[src/rtl/cpu_pkg.sv]
// Shared CPU datapath definitions: data word width and word type.
package cpu_pkg;

  localparam int DW = 32;

  typedef logic [DW-1:0] word_t;

endpackage : cpu_pkg

[src/rtl/dmem.sv]
// Word-organised data memory for the single-cycle CPU load/store path.
// Combinational read, synchronous write, asynchronous active-low clear of
// every word. The byte address is reduced to a word index from bits
// [AW+1:2]; the byte offset and the bits above the array are discarded,
// so the address space wraps modulo DEPTH*4 bytes.
// DEPTH must be a power of two and at least 4.
module dmem
  import cpu_pkg::*;
#(
  parameter int DEPTH = 64
) (
  input  logic        clk,
  input  logic        rst_n,
  input  logic        we,
  input  logic [31:0] a,
  input  word_t       wd,
  output word_t       rd
);

  localparam int AW = $clog2(DEPTH);

  // Flop-based storage: the whole array is cleared by reset, which rules out
  // block RAM inference.
  word_t         r_mem [DEPTH];
  logic [AW-1:0] w_idx;

  // The byte offset and the aliasing high bits do not take part in decoding.
  logic          w_unused_addr_bits;

  assign w_idx              = a[AW+1:2];
  assign w_unused_addr_bits = ^{a[31:AW+2], a[1:0]};

  // Write port: clear everything while reset is low, otherwise store one full word.
  always_ff @(posedge clk or negedge rst_n) begin
    if (!rst_n) begin
      for (int i = 0; i < DEPTH; i++) begin
        r_mem[i] <= '0;
      end
    end else if (we) begin
      r_mem[w_idx] <= wd;
    end
  end

  // Read port: zero-latency mux with no write bypass, so a same-cycle write
  // becomes visible only after the clock edge.
  assign rd = r_mem[w_idx];

endmodule : dmem

[config.mk]
export PLATFORM = sky130hd
export DESIGN_NAME = dmem
export DESIGN_NICKNAME = d
export VERILOG_FILES = /design/src/rtl/cpu_pkg.sv /design/src/rtl/dmem.sv
export SDC_FILE = /design/constraint.sdc
export NUM_CORES = 2
export LEC_CHECK = 0
export BUFFER_PORTS_ARGS = -buffer_cell sky130_fd_sc_hd__buf_2
export CAP_MARGIN = 20
export CORE_ASPECT_RATIO = 0.9
export CORE_UTILIZATION = 41
export DETAILED_ROUTE_END_ITERATION = 12
export HOLD_SLACK_MARGIN = 0.05
export PLACE_DENSITY_LB_ADDON = 0.15
export SLEW_MARGIN = 20
export SYNTH_ARGS = -nofsm -noshare
export SYNTH_HDL_FRONTEND = slang
export SYNTH_SLANG_ARGS = --single-unit
[constraint.sdc]
create_clock -name clk -period 5.75 [get_ports clk]
set_input_delay 0.2875 -clock clk [delete_from_list [all_inputs] [get_ports clk]]
set_output_delay 0.2875 -clock clk [all_outputs]
set_load 0.01 [all_outputs]
# Word level (Yosys, flattened, before mapping)

Index checks and enable logic that the tools add are counted.

Bitwise gates (word level): 1
Reductions and logical operators: 1
Multiplexer cells: 6
Order comparisons: 2

Operators with widths:

| cell                 | count |
|---|---|
| $bwmux W2048         | 1 |
| $bmux W32 S6         | 1 |
| $demux W32 S6        | 1 |
| $mux W32             | 3 |
| $ge A7 B7 Y1 const B | 1 |
| $lt A7 B1 Y1 const B | 1 |
| $not A6 Y7           | 1 |
| $logic_and A1 B1 Y1  | 1 |

Register bits: 2048
Logic and storage cells: 74
Input port bits: 67

# Longest topological paths before layout

Word-level depth: 6
Mapped depth: 11

# Worst setup path before layout

No wires, ideal clock.

Kind: input-to-output
Start point: input port a[4]
End point: output port rd[11]
Arrival: 2029 ps
Stages on the path: 7
Slack: 3433 ps
Data required time: 5463 ps
Cell sequence: buf_2 > buf_2 > clkbuf_1 > mux4_2 > mux2i_1 > o21ai_0 > or4_1

Longest elaborated chain between the ends: 4

RTL lines:

| item                                        | line       | source |
|---|---|---|
| from (decl)                                 | dmem.sv:15 | `input logic [31:0] a,` |
| $not A6 Y7 (implied by the code)            | dmem.sv:46 | `assign rd = r_mem[w_idx];` |
| $bmux W32 S6                                | dmem.sv:46 |  |
| $mux W32 (implied by the code) (2 in a row) | dmem.sv:46 |  |
| to (decl)                                   | dmem.sv:17 | `output word_t rd` |

No other way between the ends. The select of a mux whose other input is x is not followed.

# Worst setup path in the final report

Start point: input port a[7]
End point: output port rd[23]

Same word-level chain as after synthesis.

==> impl_metrics.csv <==
group,metric,value,unit
outcome,status,"complete, no violations",
sta,fmax,225,MHz
power_and_ir_drop,power_density,349,nW/µm²
logic_synthesis,ys.flop_type,"dfrtp_1",
power_and_ir_drop,swShare,0.257,
sta,period_share,0.773,
critical_path,crit_path_start_kind,"primary input",
clock_network,hold_buffers,1,
placed_design,gp_congestion,0.811,
clock_network,postCtsResizedCells,0,
placed_design,postPlaceCellArea,96000,µm²
logic_synthesis,synth-seq-cells,2048,
clock_network,clk_pin_slew,60,ps
detailed_routing,wire_per_inst,33.1,µm
clock_network,ctsRootBufferMaster,"clkbuf_16",
detailed_routing,vias,61500,
sta,slew_violations,0,
power_and_ir_drop,seq_power_share,0.478,
clock_network,clock_latency,900,ps
power_and_ir_drop,p_leak,0.0471,µW
sta,worst_pin_slew,1210,ps
critical_path,arrival,4160,ps
clock_network,cts_setup_buffers,0,
finish,drive_gt1_frac,0.429,
detailed_routing,drc,0,
min_path,hp-class,"in -> reg",
global_routing,grt_util_met3,0.0525,
power_and_ir_drop,vdd_ir_drop_max,0.301,mV
finish,area_growth,12.3,%
logic_synthesis,yosysWarnings,0,
detailed_routing,wirelength,324000,µm
floorplan,fp.coreArea,223000,µm²
placed_design,dp_cells,9367,
finish,largest_reg_flops,2048,
global_routing,grt_start_max_net_pins,175,
sta,hold_viol_final,0,
critical_path,path_max_fanout,18,
placed_design,port_buffers,72,
sta,finalSetupTns,0,ps
global_routing,grt_pass1_wl,466000,µm
clock_network,tritoncts,"yes",
finish,fin_nets,6672,
placed_design,dp_hpwl,188000,µm
finish,regMostFlops,"r_mem",
floorplan,die_w,502,µm
sta,finalSetupViolCount,0,
detailed_routing,dr.pass1.iters,8,
power_and_ir_drop,clock_power_share,0.404,
logic_synthesis,synth.distinct_cells,60,
sta,fin_ws,1300,ps
clock_network,cts_buffer_depth,3,
global_routing,grtUsageTotal,0.285,
floorplan,die_area,227000,µm²
run,maxCapViolCount,0,
detailed_routing,detail-route-antenna-nets,0,
sta,rsz0062_at_grt,"no",
logic_synthesis,synth_edf_count,0,
clock_network,cts_inserted_buffers,219,
logic_synthesis,seq_area_frac_synth,0.556,
detailed_routing,drt_iter0_markers,6129,
floorplan,initial_core_util,0.414,
global_routing,grt_pass1_vias,62500,
global_routing,gr-usage-met2,0.429,
power_and_ir_drop,power_frac_comb,0.118,
logic_synthesis,syn-instance-count,6808,
logic_synthesis,netlist_top_cells_count,"2,067 x mux2_2, 2,048 x dfrtp_1, 428 x a22oi_1",
floorplan,ios,99,
finish,stdcell_count,9782,
critical_path,critical_path_class,"in -> out",
logic_synthesis,synthTopCellsByArea,"dfrtp_1 56%, mux2_2 25%, a22oi_1 3.5%",
logic_synthesis,synth.most_common_cell,"mux2_2",
global_routing,overflow,0,
power_and_ir_drop,p_int,26900,µW
logic_synthesis,async_flop_share,1.00,
global_routing,antenna_found_initial,21,
clock_network,cts_sinks,2048,
floorplan,fp-row-count,164,
power_and_ir_drop,p_switching,9290,µW
placed_design,place_ws,1460,ps
clock_network,h-tree-depth,4,
critical_path,setup.worst_path.end_class,"primary output",
finish,top_regs,"r_mem (2048)",
global_routing,busiest_layer,"met2",
logic_synthesis,syn_nets,6875,
critical_path,cp.required,5460,ps
finish,final_area,104000,µm²
sta,slew_headroom,0.189,
detailed_routing,vias_per_cell,6.29,
global_routing,grtUsageMet1,0.407,
logic_synthesis,netlist_area,92200,µm²
sta,finalClockSkew,0,ps
logic_synthesis,synthDominantCellAreaShare,0.556,
logic_synthesis,netlist.top_cell.by_area,"dfrtp_1",
floorplan,die_height,452,µm
logic_synthesis,syn_avg_cell_area,13.5,µm²
sta,fin_crit,4450,ps
-- layer usage --
metal | share of wire | vias up
met5 | 0.00010 | -
met4 | 0.039 | 6
met3 | 0.068 | 568
met2 | 0.44 | 2288
met1 | 0.45 | 33500
li1 | - | 25100
-- placed cells by master (no fill, tap or decap), drive strengths merged, types with 17 or more instances in the layout --
master,netlist,routed
a211oi,27,27
a21oi,266,266
a221oi,273,273
a22o,52,52
a22oi,428,428
buf,455,331
clkbuf,302,337
clkinv,1,47
dfrtp,2048,2048
mux2,2082,2082
mux2i,111,111
mux4,63,63
nand2,113,113
nand2b,20,20
nand3,25,25
nor2,83,83
nor4,18,18
o211ai,21,21
o21ai,150,150
o221ai,17,17
o22ai,85,85
-- metrics by stage --
step | utilization | total power [µW] | hold slack, ps
after floorplan | - | 20200 | -8.09
after global placement | 0.430 | 21500 | 461
after detailed placement | 0.431 | 21800 | 469
after CTS | 0.464 | 36400 | 98.1
after global routing | 0.465 | 37500 | 64.7
final | 0.465 | 36100 | 46.3
-- path summary, 6_finish.rpt --
path / start / endpoint / slack (ps) / depth (start not counted)
max: a[7] / rd[23] / 1300 / 10
min: wd[24] / r_mem[472] / 50 / 2
max reg2reg: r_mem[1507] / r_mem[1507] / 4920 / 1
min reg2reg: r_mem[1936] / r_mem[1936] / 490 / 1
max in group asynchronous: rst_n / r_mem[638] / 3950 / 4
min in group asynchronous: rst_n / r_mem[203] / 70 / 2
-- critical path, cell delays in order --
cell and delay [ps]:
buf_2 560, buf_4 330, nor3b_2 70, buf_4 280
nand2_1 740, o22ai_1 220, nor4_1 390, o21ai_0 320
or4_1 700, buf_2 200
-- final cells by class --
type / count / area, µm²
Timing Repair Buffer: 333 / 3050
Clock inverter: 65 / 951
Sequential cell: 2048 / 51200
Tap cell: 2988 / 3740
Clock buffer: 337 / 6540
Fill cell: 19900 / 119000
Inverter: 2 / 7.51
Multi-Input combinational cell: 4001 / 38100
Antenna cell: 8 / 20.0
-- cells by family after synthesis --
kind of cell    after synthesis  synth area share
simple gates                341            0.0180
compound gates             1404             0.108
mux                        2256             0.282
flops                      2048             0.556
buf+inv                     759            0.0368
-- power by group through the flow --
stage	Sequential (µW)	Clock, µW	Combinational (µW)
after floorplan	17200	0	2960
after global placement	17400	0	4140
after detailed placement	17500	0	4260
after CTS	17200	14800	4270
after global routing	17500	15400	4610
final	17300	14600	4270
Power figures use the tool's default switching activity.
